==> src/rtl/mcu_shared_ram_arbiter.sv <==
// mcu_shared_ram_arbiter: shares a byte-wide RAM between the CPU and the 8051 using a request/ack handshake, an MCU stall and a mailbox irq; MCU_WRITE_POSTING_EN adds a 1-entry posted MCU write buffer.
module mcu_shared_ram_arbiter #(
  parameter int AW = 12,
  parameter int DW = 8,
  parameter int MCU_MAX_WAIT = 4,
  parameter logic [AW-1:0] INT_ADDR = AW'(12'hFFF)
) (
  input  logic          CLK_32M,
  input  logic          reset_n,
  input  logic          cpu_req,
  input  logic          cpu_we,
  input  logic [AW-1:0] cpu_addr,
  input  logic [DW-1:0] cpu_din,
  output logic [DW-1:0] cpu_dout,
  output logic          cpu_ack,
  input  logic          mcu_req,
  input  logic          mcu_we,
  input  logic [AW-1:0] mcu_addr,
  input  logic [DW-1:0] mcu_din,
  output logic [DW-1:0] mcu_dout,
  output logic          mcu_ack,
  output logic          mcu_stall,
  output logic [AW-1:0] ram_addr,
  output logic [DW-1:0] ram_wdata,
  input  logic [DW-1:0] ram_rdata,
  output logic          ram_cs,
  output logic          ram_we,
  output logic          mcu_int
);
  localparam int CW = $clog2(MCU_MAX_WAIT + 1);
  typedef enum logic [1:0] {IDLE, GRANT, DATA} state_t;
  state_t state;
  logic cpu_pend, cpu_we_q, mcu_pend, mcu_we_q;
  logic [AW-1:0] cpu_addr_q, mcu_addr_q;
  logic [DW-1:0] cpu_din_q, mcu_din_q, cpu_dout_q, mcu_dout_q;
  logic sel_mcu, sel_pb, cpu_rd, mcu_rd;
  logic [CW-1:0] starve;
  logic cpu_done, mcu_done, cpu_take, mcu_take, pb_v, pb_take, mcu_any, pick_mcu;
  logic g_we;
  logic [AW-1:0] g_addr;
  logic [DW-1:0] g_din;
  assign cpu_done = state == DATA && !sel_mcu;
  assign mcu_done = state == DATA && sel_mcu && !sel_pb;
  assign cpu_take = cpu_req && (!cpu_pend || cpu_done);
  assign mcu_any = mcu_pend || pb_v;
  assign pick_mcu = mcu_any && (!cpu_pend || starve >= CW'(MCU_MAX_WAIT));
  assign mcu_stall = mcu_pend;
  assign cpu_dout = cpu_rd ? ram_rdata : cpu_dout_q;
  assign mcu_dout = mcu_rd ? ram_rdata : mcu_dout_q;
`ifdef MCU_WRITE_POSTING_EN
  logic [AW-1:0] pb_addr;
  logic [DW-1:0] pb_din;
  assign pb_take = mcu_req && mcu_we && !pb_v && (!mcu_pend || mcu_done);
  assign mcu_take = mcu_req && !pb_take && (!mcu_pend || mcu_done);
  assign {g_we, g_addr, g_din} = pb_v ? {1'b1, pb_addr, pb_din} : {mcu_we_q, mcu_addr_q, mcu_din_q};
  // posted MCU write buffer: filled by a write strobe, drained by an MCU grant without ack
  always_ff @(posedge CLK_32M or negedge reset_n)
    if (!reset_n) begin
      pb_v <= 1'b0;
      pb_addr <= '0;
      pb_din <= '0;
    end else if (pb_take) begin
      pb_v <= 1'b1;
      pb_addr <= mcu_addr;
      pb_din <= mcu_din;
    end else if (state == DATA && sel_pb) pb_v <= 1'b0;
`else
  assign pb_v = 1'b0;
  assign pb_take = 1'b0;
  assign mcu_take = mcu_req && (!mcu_pend || mcu_done);
  assign {g_we, g_addr, g_din} = {mcu_we_q, mcu_addr_q, mcu_din_q};
`endif
  // pending slots: a strobe is taken when the slot is empty or retiring in its ack cycle
  always_ff @(posedge CLK_32M or negedge reset_n)
    if (!reset_n) begin
      {cpu_pend, cpu_we_q, cpu_addr_q, cpu_din_q} <= '0;
      {mcu_pend, mcu_we_q, mcu_addr_q, mcu_din_q} <= '0;
    end else begin
      if (cpu_take) {cpu_pend, cpu_we_q, cpu_addr_q, cpu_din_q} <= {1'b1, cpu_we, cpu_addr, cpu_din};
      else if (cpu_done) cpu_pend <= 1'b0;
      if (mcu_take) {mcu_pend, mcu_we_q, mcu_addr_q, mcu_din_q} <= {1'b1, mcu_we, mcu_addr, mcu_din};
      else if (mcu_done) mcu_pend <= 1'b0;
    end
  // access sequencer: pick a winner, drive one RAM cycle, then ack and return read data
  always_ff @(posedge CLK_32M or negedge reset_n)
    if (!reset_n) begin
      state <= IDLE;
      ram_cs <= 1'b0;
      ram_we <= 1'b0;
      ram_addr <= '0;
      ram_wdata <= '0;
      sel_mcu <= 1'b0;
      sel_pb <= 1'b0;
      cpu_ack <= 1'b0;
      mcu_ack <= 1'b0;
      cpu_rd <= 1'b0;
      mcu_rd <= 1'b0;
      cpu_dout_q <= '0;
      mcu_dout_q <= '0;
      starve <= '0;
      mcu_int <= 1'b0;
    end else begin
      cpu_ack <= 1'b0;
      mcu_ack <= pb_take;
      case (state)
        IDLE: if (cpu_pend || mcu_any) begin
          state <= GRANT;
          ram_cs <= 1'b1;
          ram_we <= pick_mcu ? g_we : cpu_we_q;
          ram_addr <= pick_mcu ? g_addr : cpu_addr_q;
          ram_wdata <= pick_mcu ? g_din : cpu_din_q;
          sel_mcu <= pick_mcu;
          sel_pb <= pick_mcu && pb_v;
          starve <= pick_mcu ? '0 : starve + 1'b1;
        end
        GRANT: begin
          state <= DATA;
          ram_cs <= 1'b0;
          ram_we <= 1'b0;
          cpu_ack <= !sel_mcu;
          mcu_ack <= (sel_mcu && !sel_pb) || pb_take;
          cpu_rd <= !sel_mcu && !ram_we;
          mcu_rd <= sel_mcu && !sel_pb && !ram_we;
          if (!sel_mcu && ram_we && ram_addr == INT_ADDR) mcu_int <= 1'b1;
          else if (sel_mcu && !sel_pb && !ram_we && ram_addr == INT_ADDR) mcu_int <= 1'b0;
        end
        default: begin
          state <= IDLE;
          cpu_rd <= 1'b0;
          mcu_rd <= 1'b0;
          if (cpu_rd) cpu_dout_q <= ram_rdata;
          if (mcu_rd) mcu_dout_q <= ram_rdata;
        end
      endcase
      if (!mcu_any) starve <= '0;
    end
endmodule

==> config.mk <==
export PLATFORM = sky130hd
export DESIGN_NAME = mcu_shared_ram_arbiter
export DESIGN_NICKNAME = d
export VERILOG_FILES = /design/src/rtl/mcu_shared_ram_arbiter.sv
export SDC_FILE = /design/constraint.sdc
export NUM_CORES = 1
export LEC_CHECK = 0
export ABC_AREA = 1
export BUFFER_PORTS_ARGS = -buffer_cell sky130_fd_sc_hd__buf_2
export CORE_ASPECT_RATIO = 1.4
export CORE_MARGIN = 2
export CORE_UTILIZATION = 30
export CTS_BUF_LIST = sky130_fd_sc_hd__clkbuf_8
export CTS_CLUSTER_DIAMETER = 40
export DETAILED_ROUTE_END_ITERATION = 16
export SYNTH_ARGS = -nofsm -noshare
export SYNTH_HDL_FRONTEND = slang
export SYNTH_SLANG_ARGS = --single-unit
==> constraint.sdc <==
create_clock -name CLK_32M -period 2.9 [get_ports CLK_32M]
set_clock_uncertainty 0.05 [all_clocks]
set_input_delay 0.87 -clock CLK_32M [delete_from_list [all_inputs] [get_ports CLK_32M]]
set_output_delay 0.87 -clock CLK_32M [all_outputs]
set_load 0.02 [all_outputs]
==> results of run 1 <==
## state kept, by name (all words and copies together), names as in the netlist, 2 cells and up
register	count
cpu_addr_q	12
cpu_dout_q	8
g_din	8
ram_wdata	8
mcu_dout_q	8
state	2
g_addr	12
ram_addr	12
starve	3
cpu_din_q	8
## cell type report
type	count	area, µm²
multi-input combinational	324	1490
sequential	93	2330
fill	1457	8510
tap	182	228
clock buffer	11	151
inverter	25	93.8
clock inverter	5	58.8
timing repair buffer	100	528
## metal layers
layer,global-route usage,routed length [µm]
met5,0,0
met4,0.0602,256
met3,0.0363,558
met2,0.257,5440
met1,0.171,4120
## critical path, cell delays in order, from the launching register on
cell,delay (ps)
dfrtp_1,550
o21ai_0,320
buf_2,220
## cell usage after synthesis
library cell and instances:
buf_6 5, buf_2 7, a21oi_1 42, nor2_1 28, nand2_2 4, buf_1 1, nand2_1 139, inv_1 22
clkbuf_8 1, nand4_1 1, nand3b_1 1, nand2_4 2, clkbuf_1 9, nand3_1 64, o21ai_0 38, o21ai_4 3
dfrtp_1 93, inv_2 3, ha_1 1, nor2_8 1, buf_4 6
## stage by stage
step,hold slack (ps),cell area [µm²],setup WS (ps),cells,power (mW)
final,357,4880,528,740,5.67
after global routing,365,4880,395,740,6.14
after CTS,350,4880,520,740,5.74
after detailed placement,414,4670,620,724,4.82
after global placement,405,4670,627,724,4.74
after floorplan,392,4100,823,471,4.08
## path summary, 6_finish.rpt
kind                       slack, ps      from        endpoint  depth (start not counted)
min in group CLK_32M             430  g_din[3]        g_din[3]                          2
max in group asynchronous       1800   reset_n   cpu_addr_q[7]                          2
hold reg to reg                  430  g_din[3]        g_din[3]                          2
setup reg to reg                1000  state[0]  cpu_addr_q[11]                          6
setup / recovery                 530    cpu_rd     cpu_dout[0]                          2
hold / removal                   360   reset_n   cpu_dout_q[5]                          1
## kinds of logic after synthesis
family / Yosys count / synth area share
and+or+nand+nor: 240 / 0.251
DFF: 93 / 0.568
AOI/OAI and AO/OA: 83 / 0.110
buffers and inverters: 54 / 0.0687
adders and majority gates: 1 / 0.00305
## cell usage in the layout (no fill, tap or decap), drive strengths merged
cell type  netlist  routed
nand2          145     145
buf             19     100
dfrtp           93      93
nand3           64      64
a21oi           42      42
o21ai           41      41
nor2            29      29
inv             25      25
clkbuf          10      11
clkinvlp         0       2
clkinv           0       2
nand4            1       1
nand3b           1       1
ha               1       1
bufinv           0       1
## power groups by stage
stage          sequential, mW  combinational (mW)  clock [mW]
2_1_floorplan            2.40                1.68           0
3_3_place_gp             2.32                2.42           0
3_5_place_dp             2.34                2.48           0
4_1_cts                  2.32                2.48       0.933
5_1_grt                  2.39                2.76       0.990
6_report                 2.31                2.45       0.906
==> summary.md, run 1 <==
| Metric | Value |
|---|---|
| Status | `finished clean` |
| CP Launch Type | `flip-flop` |
| Drt first pass iters | `4` |
| Final ANT Viol Nets | `0` |
| Power share of the clock group | `0.160` |
| Share of layout cells above drive strength 1 | `0.231` |
| Final hold vios | `0` |
| DRC Markers | `0` |
| Vias in the first global route | `3,386` |
| Seq/Total Area, Yosys | `0.568` |
| Clk buf depth | `2` |
| Slew Limit Fails | `0` |
| Top cells by area, synth | `dfrtp_1, nand2_1, nand3_1, a21oi_1, o21ai_0` |
| Yosys top cell by area | `dfrtp_1` |
| RSZ-0062 raised after global routing | `no` |
| Aggregate routed wire length | `10,400 µm` |
| Core footprint | `13,400 µm²` |
| Worst-Skew Late Latency | `360 ps` |
| Gate Count Post-Synth | `471` |
| Tcrit/Tclk final | `0.818` |
| Crit. End Element | `output port` |
| Synth top area share | `0.568` |
| Detailed-route via count | `3,420` |
| I/O Pins | `96` |
| Comb power frac | `0.432` |
| Ant. Diodes | `0` |
| DR iter-0 viols | `188` |
| Via/cell ratio | `4.62` |
| Slew @ Worst Pin | `631 ps` |
| Die Y | `142 µm` |
| Switch share | `0.453` |
| Final setup violation count | `0` |
| Synthesized flop and latch total | `93` |
| Gr usage total | `0.148` |
| Net Sw Power | `2.57 mW` |
| Grt ovf | `0` |
| Fmax | `422 MHz` |
| P&R area growth vs syn | `19.0%` |
| Leak pwr | `2.44 nW` |
| First-pass GRT wire length | `16,600 µm` |
| Hold/Removal Path Class | `in2async` |
| Syn nets | `526` |
| WP data required | `1980 ps` |
| Worst vdd ir | `591 µV` |
| DIE AREA | `14,600 µm²` |
| Number of H-tree levels | `3` |
| Critical path type | `reg2out` |
| CTS tree | `done` |
| Crit Path Max Fanout | `17` |
| Pin count of the biggest net entering global routing | `46` |
| Initial cell density of the core | `0.306` |
| Number of nets in the layout | `608` |
| Pwr/cell area | `1160 nW/µm²` |
| Cts hold-fix bufs | `0` |
| Pint | `3.10 mW` |
| DP HPWL | `7610 µm` |
| TritonCTS buffer count | `9` |
| Routed length per instance | `14.0 µm` |
| Resized Gates After CTS | `0` |
| Clock Pin Slew Worst Setup and Hold Paths | `90 ps` |
| Initial antenna violation count | `0` |
| Clk root buf | `clkbuf_8` |
| Setup TNS | `0 ps` |
| RePlAce Congestion | `0.789` |
| Arr. time, crit path | `1450 ps` |
| Slew HR | `0.578` |
| Synthesized area per cell | `8.70 µm²` |
| Number of buffers added on ports | `95` |
| Row count | `50` |
| Flop pwr share | `0.408` |
| CTS Sinks | `93` |
| Die Wd | `103 µm` |
| Syn. warnings | `0` |
| Min cycle time layout | `2370 ps` |
| Max cap viols | `0` |
| Synthesized cell area | `4100 µm²` |
| Postcts setup bufs | `0` |
| Yosys cell types | `21` |
| End-of-flow core utilization | `0.364` |
No activity file was read; power rests on OpenSTA's default activity.
==> inputs of run 2 (changes only) <==
--- a/config.mk
+++ b/config.mk
@@ -5,7 +5,7 @@
 export SDC_FILE = /design/constraint.sdc
 export NUM_CORES = 1
 export LEC_CHECK = 0
-export ABC_AREA = 1
+export ABC_AREA = 0
 export BUFFER_PORTS_ARGS = -buffer_cell sky130_fd_sc_hd__buf_2
 export CORE_ASPECT_RATIO = 1.4
 export CORE_MARGIN = 2
==> constraint.sdc (replaced) <==
create_clock -name CLK_32M -period 2 [get_ports CLK_32M]
set_clock_uncertainty 0.05 [all_clocks]
set_input_delay 0.6 -clock CLK_32M [delete_from_list [all_inputs] [get_ports CLK_32M]]
set_output_delay 0.6 -clock CLK_32M [all_outputs]
set_load 0.02 [all_outputs]
==> run 2 against run 1 <==
  * Highest routed layer unchanged
  * Worst hold slack worse by 250 ps
  * Register-to-register slack worse by 720 ps
  * Setup slack worse by 560 ps
  * Die area up 0.53%
  * Synthesized cell count down 40%
  * Largest power group unchanged
  * Via count down 24%
  * Core utilization up 3.0 points
  * Power up 65%
  * The flow now finishes with violations (setup timing)
==> summary.md, run 2 <==
| Metric | Value |
|---|---|
| Status | `complete, but fails checks` |
| Failing checks | `setup timing` |
| Synthesized area per cell | `14.6 µm² (+67%)` |
| Clk root buf | `clkbuf_8` |
| First-pass GRT wire length | `14,700 µm (-11%)` |
| Syn nets | `338 (-36%)` |
| Number of buffers added on ports | `95 (unchanged)` |
| Drt first pass iters | `4 (unchanged)` |
| Slew Limit Fails | `0 (unchanged)` |
| Crit Path Max Fanout | `8 (-9)` |
| I/O Pins | `96 (unchanged)` |
| Die Wd | `103 µm (+0.26%)` |
| Leak pwr | `2.59 nW (+6.1%)` |
| Min cycle time layout | `2030 ps` |
| Top cells by area, synth | `dfrtp_1, mux2_4, mux2_2, mux2i_1, nor2_1` |
| CTS tree | `done` |
| Slew HR | `0.723 (+0.146)` |
| Ant. Diodes | `0 (unchanged)` |
| Detailed-route via count | `2,584 (-24%)` |
| Cell count of the worst reg-to-reg path | `5 (-1)` |
| DIE AREA | `14,700 µm² (+0.53%)` |
| Seq/Total Area, Yosys | `0.565 (-0.00310)` |
| Post-route cell area | `5280 µm² (+8.2%)` |
| Row count | `50 (unchanged)` |
| Post-DP Area | `4870 µm² (+4.4%)` |
| RePlAce Congestion | `0.720 (-8.8%)` |
| Clock Pin Slew Worst Setup and Hold Paths | `90 ps (about the same)` |
| Pin count of the biggest net entering global routing | `32 (-30%)` |
| Pwr/cell area | `1770 nW/µm² (+52%)` |
| Synth Flop Type | `dfrtp_1` |
| Critical path type | `reg2out` |
| Tcrit/Tclk final | `1.02` |
| Gr usage total | `0.132 (-0.0152)` |
| CP Launch Type | `flip-flop` |
| Setup TNS | `-244 ps (-244 ps)` |
| Yosys cell types | `30 (+43%)` |
| Post-synth EDFFs | `0 (unchanged)` |
| Clk buf depth | `2 (unchanged)` |
| Ys async rst share | `1.00 (unchanged)` |
| Max cap viols | `0 (unchanged)` |
| DRC Markers | `0 (unchanged)` |
| TritonCTS buffer count | `9 (unchanged)` |
| Crit. End Element | `output port` |
| Synthesized cell area | `4120 µm² (+0.55%)` |
| Final hold vios | `0 (unchanged)` |
| Share of layout cells above drive strength 1 | `0.537 (+0.306)` |
| Gate Count Post-Synth | `283 (-40%)` |
| Yosys top cell by area | `dfrtp_1` |
| DR iter-0 viols | `43 (-77%)` |
| Worst path max stage delay | `420 ps (-130 ps)` |
| Fillers | `1,323 (-9.2%)` |
| P&R area growth vs syn | `28.1%` |
| Via/cell ratio | `4.48 (-3.1%)` |
| Initial antenna violation count | `0 (unchanged)` |
| Die Y | `143 µm (+0.27%)` |
| Cts hold-fix bufs | `0 (unchanged)` |
| Number of H-tree levels | `3 (unchanged)` |
| DP HPWL | `6580 µm (-14%)` |
| Initial cell density of the core | `0.308 (+0.00168)` |
| Final ANT Viol Nets | `0 (unchanged)` |
| Final setup violation count | `13 (+13)` |
| Synth top area share | `0.565 (-0.00310)` |
| Core footprint | `13,400 µm² (unchanged)` |
| WP data required | `1350 ps (-630 ps)` |
| Commonest non-fill, non-tap cell in the layout | `dfrtp_1` |
| Fmax | `492 MHz` |
| Number of nets in the layout | `445 (-27%)` |
| Fin worst setup slack | `-32.3 ps (-561 ps)` |
| Arr. time, crit path | `1380 ps (-70 ps)` |
| RSZ-0062 raised after global routing | `yes` |
| Worst vdd ir | `530 µV (-10%)` |
| Most frequent cells in the layout | `dfrtp_1, buf_2, mux2_4` |
| Top cells by count, synth | `dfrtp_1, mux2_4, mux2_2` |
| Syn. warnings | `0 (unchanged)` |
| Grt ovf | `0 (unchanged)` |
| Routed length per instance | `16.0 µm (+14%)` |
| Placement Setup Slack | `213 ps (-407 ps)` |
| Vias in the first global route | `2,835 (-16%)` |
| Slowest CP cell | `dfrtp_1` |
| Synthesized flop and latch total | `93 (unchanged)` |
| Crit path cell chain | `buf_12 > mux2_4 > buf_6` |
| Hold/Removal Path Class | `in2async` |
| Slew @ Worst Pin | `412 ps (-219 ps)` |
| Worst-Skew Late Latency | `350 ps (about the same)` |
| Cell with the most instances after synthesis | `dfrtp_1` |
| CTS Sinks | `93 (unchanged)` |
| Aggregate routed wire length | `9230 µm (-11%)` |
==> run 2: cell count changes in the layout (fill, tap and decap cells not counted), moves of 16 or more <==
cell	change
a21oi_1	-27
buf_2	-16
buf_6	+18
inv_1	-18
mux2_2	+21
mux2_4	+53
mux2i_1	+24
nand2_1	-137
nand3_1	-64
o21ai_0	-38
==> run 2: path summary, 6_finish.rpt <==
check | start | end | slack (ps)
worst max-delay path | cpu_rd | cpu_dout[0] | -30
worst min-delay path | reset_n | mcu_dout_q[4] | 110
worst max register to register | sel_mcu | g_addr[0] | 280
worst min register to register | ram_cs | ram_cs | 450
max in group asynchronous | reset_n | ram_addr[4] | 1260
min in group CLK_32M | mcu_req | mcu_stall | 400
==> run 2: layout make-up <==
type / count / area, µm² / share of cell area
sequential: 93 / 2330 / 0.441
multi-input combinational: 172 / 1710 / 0.323
timing repair buffer: 111 / 781 / 0.148
tap: 182 / 228 / 0.0431
clock buffer: 10 / 138 / 0.0261
clock inverter: 6 / 86.3 / 0.0164
inverter: 3 / 11.3 / 0.00213
==> run 2: repair_timing <==
item,in CTS,in global routing
buffers inserted,3,0
endpoints found under the setup margin,16,16
endpoints found under the hold margin,0,0
resized for setup,37,12
pin swaps,0,0
==> run 2: worst max-delay path: cells and delay by family (launching register included) <==
family	cells	cell delay, ps
DFF	1	420
buffers and inverters	2	290
muxes	1	310
==> run 2: per-layer routing <==
layer,global-route usage,part of all wire,vias up,wire (µm)
met2,0.232,0.53,78,4860
met1,0.156,0.41,1290,3790
met3,0.0303,0.045,12,413
li1,-,-,1204,-
met4,0.0457,0.017,0,156
met5,0,0,-,0
==> run 2: where the power goes <==
| group | internal, mW | switching, mW | leakage [nW] |
|---|---|---|---|
| Sequential | 2.80 | 0.560 | 1.10 |
| Clock | 0.739 | 0.674 | 0.118 |
| Combinational | 2.44 | 2.12 | 1.37 |
| Total | 5.98 | 3.35 | 2.59 |
==> run 2: through the flow <==
stage | util | power, mW | hold WS [ps] | instances
6_report | 0.394 | 9.33 | 111 | 577
5_1_grt | 0.394 | 9.97 | 110 | 577
4_1_cts | 0.391 | 9.40 | 100 | 577
3_5_place_dp | 0.364 | 7.62 | 435 | 558
3_3_place_gp | 0.364 | 7.48 | 422 | 558
2_1_floorplan | - | 6.42 | 254 | 283
==> run 2: logic make-up (layout without fill, tap and decap cells) <==
group                      Yosys count  after routing  share of synthesized area
buffers and inverters               18            130                     0.0334
adders and majority gates            1              1                    0.00304
and+or+nand+nor                     45             45                     0.0574
muxes                               98             98                      0.297
DFF                                 93             93                      0.565
AOI/OAI and AO/OA                   28             28                     0.0446
==> inputs of run 3 (changes only) <==
--- a/config.mk
+++ b/config.mk
@@ -6,7 +6,7 @@
 export NUM_CORES = 1
 export LEC_CHECK = 0
 export ABC_AREA = 0
-export BUFFER_PORTS_ARGS = -buffer_cell sky130_fd_sc_hd__buf_2
+export BUFFER_PORTS_ARGS = -buffer_cell sky130_fd_sc_hd__clkbuf_2
 export CORE_ASPECT_RATIO = 1.4
 export CORE_MARGIN = 2
 export CORE_UTILIZATION = 30
==> run 3 against run 2 <==
  * The flow still finishes with violations (setup timing)
  * Wire length decreased by 1.5%
  * Sequential power about the same
  * Maximum frequency increased by 0.36%
  * Critical endpoint is now mcu_dout[0]
  * Worst hold slack got worse by 4.3 ps
  * Critical path depth unchanged
  * Register-to-register slack about the same
  * Via count decreased by 1.9%
  * Clock power increased by 11%
  * Power increased by 1.6%
==> summary.md, run 3 (synthesis results as in run 2) <==
| Metric | Value |
|---|---|
| Aggregate routed wire length | `9090 µm (-1.5%)` |
| Failing checks | `setup timing` |
| Placement Setup Slack | `213 ps (+0.281 ps)` |
| Final setup violation count | `12 (-1)` |
| Fin worst setup slack | `-24.9 ps (+7.37 ps)` |
| WP depth | `3 (unchanged)` |
| Flop pwr share | `0.354 (-0.006)` |
| DP HPWL | `6350 µm (-3.5%)` |
| Leak pwr | `2.61 nW (+0.71%)` |
| Ant. Diodes | `0 (unchanged)` |
| Clk buf depth | `2 (unchanged)` |
| Pint | `6.11 mW (+2.1%)` |
| CP Launch Type | `flip-flop` |
| Crit path cell chain | `buf_6 > mux2_4 > buf_8` |
| Vias in the first global route | `2,716 (-4.2%)` |
| Die Y | `143 µm (unchanged)` |
| Hold/Removal Path Class | `in2async` |
| First-pass GRT wire length | `14,400 µm (-2.5%)` |
| WP buf/inv | `2 (unchanged)` |
| Status | `complete, but fails checks` |
| Final hold vios | `0 (unchanged)` |
| Slowest CP cell | `dfrtp_2` |
| TritonCTS buffer count | `9 (unchanged)` |
| Commonest non-fill, non-tap cell in the layout | `dfrtp_1` |
| Slew @ Worst Pin | `426 ps (+13.8 ps)` |
| Comb power frac | `0.480 (-0.009)` |
| Arr. time, crit path | `1370 ps (about the same)` |
| Slew Limit Fails | `0 (unchanged)` |
| Crit. End Element | `output port` |
| Post-DP Area | `4850 µm² (-0.46%)` |
| Pin count of the biggest net entering global routing | `30 (-6.3%)` |
| Clock Pin Slew Worst Setup and Hold Paths | `100 ps (about the same)` |
| Grt ovf | `0 (unchanged)` |
| Fillers | `1,302 (-1.6%)` |
| DRC Markers | `0 (unchanged)` |
| Critical path type | `reg2out` |
| Number of H-tree levels | `3 (unchanged)` |
| Max cap viols | `0 (unchanged)` |
| Initial cell density of the core | `0.308 (unchanged)` |
| Core footprint | `13,400 µm² (unchanged)` |
| Met2 Usage GRT | `0.216 (-0.0161)` |
| Clk root buf | `clkbuf_8` |
| Final ANT Viol Nets | `0 (unchanged)` |
| CTS tree | `done` |
| Top Usage Layer GRT | `met2` |
| RePlAce Congestion | `0.726 (+0.76%)` |
| Min cycle time layout | `2020 ps (-7.37 ps)` |
| Most frequent cells in the layout | `dfrtp_1, clkbuf_2, mux2_4` |
| Cell count of the worst reg-to-reg path | `5 (unchanged)` |
| Via/cell ratio | `4.40 (-1.7%)` |
| Number of buffers added on ports | `95 (unchanged)` |
| P&R area growth vs syn | `28.7%` |
| Worst-Skew Late Latency | `360 ps (about the same)` |
| Share of layout cells above drive strength 1 | `0.541 (+0.00390)` |
| CTS Sinks | `93 (unchanged)` |
| Switch share | `0.355 (-0.00354)` |
| WP data required | `1350 ps (about the same)` |
| Power share of the clock group | `0.166 (+0.014)` |
| Drt first pass iters | `4 (unchanged)` |
| Row count | `50 (unchanged)` |
| RSZ-0062 raised after global routing | `yes` |
| Global Route met1 Usage | `0.161 (+0.00492)` |
| DIE AREA | `14,700 µm² (unchanged)` |
| Net Sw Power | `3.37 mW (+0.56%)` |
| Fmax | `494 MHz (+0.36%)` |
| Cell family with most CP delay | `flip-flops` |
| Detailed-route via count | `2,535 (-1.9%)` |
| Number of nets in the layout | `444 (-0.22%)` |
| Worst vdd ir | `584 µV (+10%)` |
| Die Wd | `103 µm (unchanged)` |
| I/O Pins | `96 (unchanged)` |
| Post-route cell area | `5300 µm² (+0.50%)` |
| Gr usage total | `0.130 (-0.00215)` |
| Pwr/cell area | `1790 nW/µm² (+1.1%)` |
| Slew HR | `0.716 (-0.00708)` |
| Initial antenna violation count | `0 (unchanged)` |
| Crit Path Max Fanout | `5 (-3)` |
| Worst path max stage delay | `430 ps (about the same)` |
| Routed length per instance | `15.8 µm (-1.4%)` |
| M3 GR Usage | `0.0396 (+0.00930)` |
| Tcrit/Tclk final | `1.01 (-0.00368)` |
| DR iter-0 viols | `90 (+110%)` |
-- run 3: changes by cell type in the layout (fill, tap and decap cells not counted), sizes merged --
cell,before,now
buf,111,32
inv,5,4
bufinv,2,3
clkbuf,10,88
-- run 3: worst register-to-register path, stage by stage, from the launching register on --
cell	delay (ps)
dfrtp_1	430
nand2b_4	170
o21ai_2	140
and2_4	290
buf_12	210
mux2_4	310
-- run 3: cell type report --
type / instances / area, µm² / share of cell area
Multi-Input combinational cell: 172 / 1690 / 0.319
Clock inverter: 6 / 119 / 0.0224
Timing Repair Buffer: 110 / 785 / 0.148
Clock buffer: 10 / 138 / 0.0259
Inverter: 3 / 11.3 / 0.00212
Tap cell: 182 / 228 / 0.0429
Sequential cell: 93 / 2330 / 0.439
-- run 3: path summary, 6_finish.rpt --
kind                           from       endpoint  slack, ps
hold reg to reg             mcu_int        mcu_int        450
hold / removal              reset_n  cpu_dout_q[0]        110
min in group CLK_32M        mcu_req      mcu_stall        400
max in group asynchronous   reset_n         mcu_rd       1190
setup reg to reg           state[0]           g_we        290
setup / recovery             mcu_rd    mcu_dout[0]        -20
-- run 3: repair_timing --
action,CTS,global route
resized for setup,11,55
endpoints found under the setup margin,16,16
endpoints found under the hold margin,0,0
setup buffers,4,1
hold buffers,0,0
-- run 3: per-layer routing --
metal	up-vias	wire length, µm
met5	-	0
met4	0	104
met3	8	427
met2	63	4690
met1	1260	3870
li1	1204	-
-- run 3: power by group through the flow --
stage,logic [mW],clock network (mW),registers [mW]
detailed placement,4.12,0,3.43
finish,4.54,1.57,3.36
CTS,4.28,1.63,3.36
floorplan,2.91,0,3.51
global route,4.92,1.72,3.50
global placement,4.03,0,3.39
-- run 3: stage by stage --
stage | std cells | util | hold slack (ps) | total power, mW | setup TNS [ps]
finish | 576 | 0.396 | 106 | 9.48 | -212
global route | 576 | 0.396 | 107 | 10.1 | -1180
CTS | 575 | 0.386 | 102 | 9.27 | -590
detailed placement | 555 | 0.362 | 431 | 7.56 | 0
global placement | 555 | 0.362 | 428 | 7.43 | 0
floorplan | 283 | - | 254 | 6.42 | 0
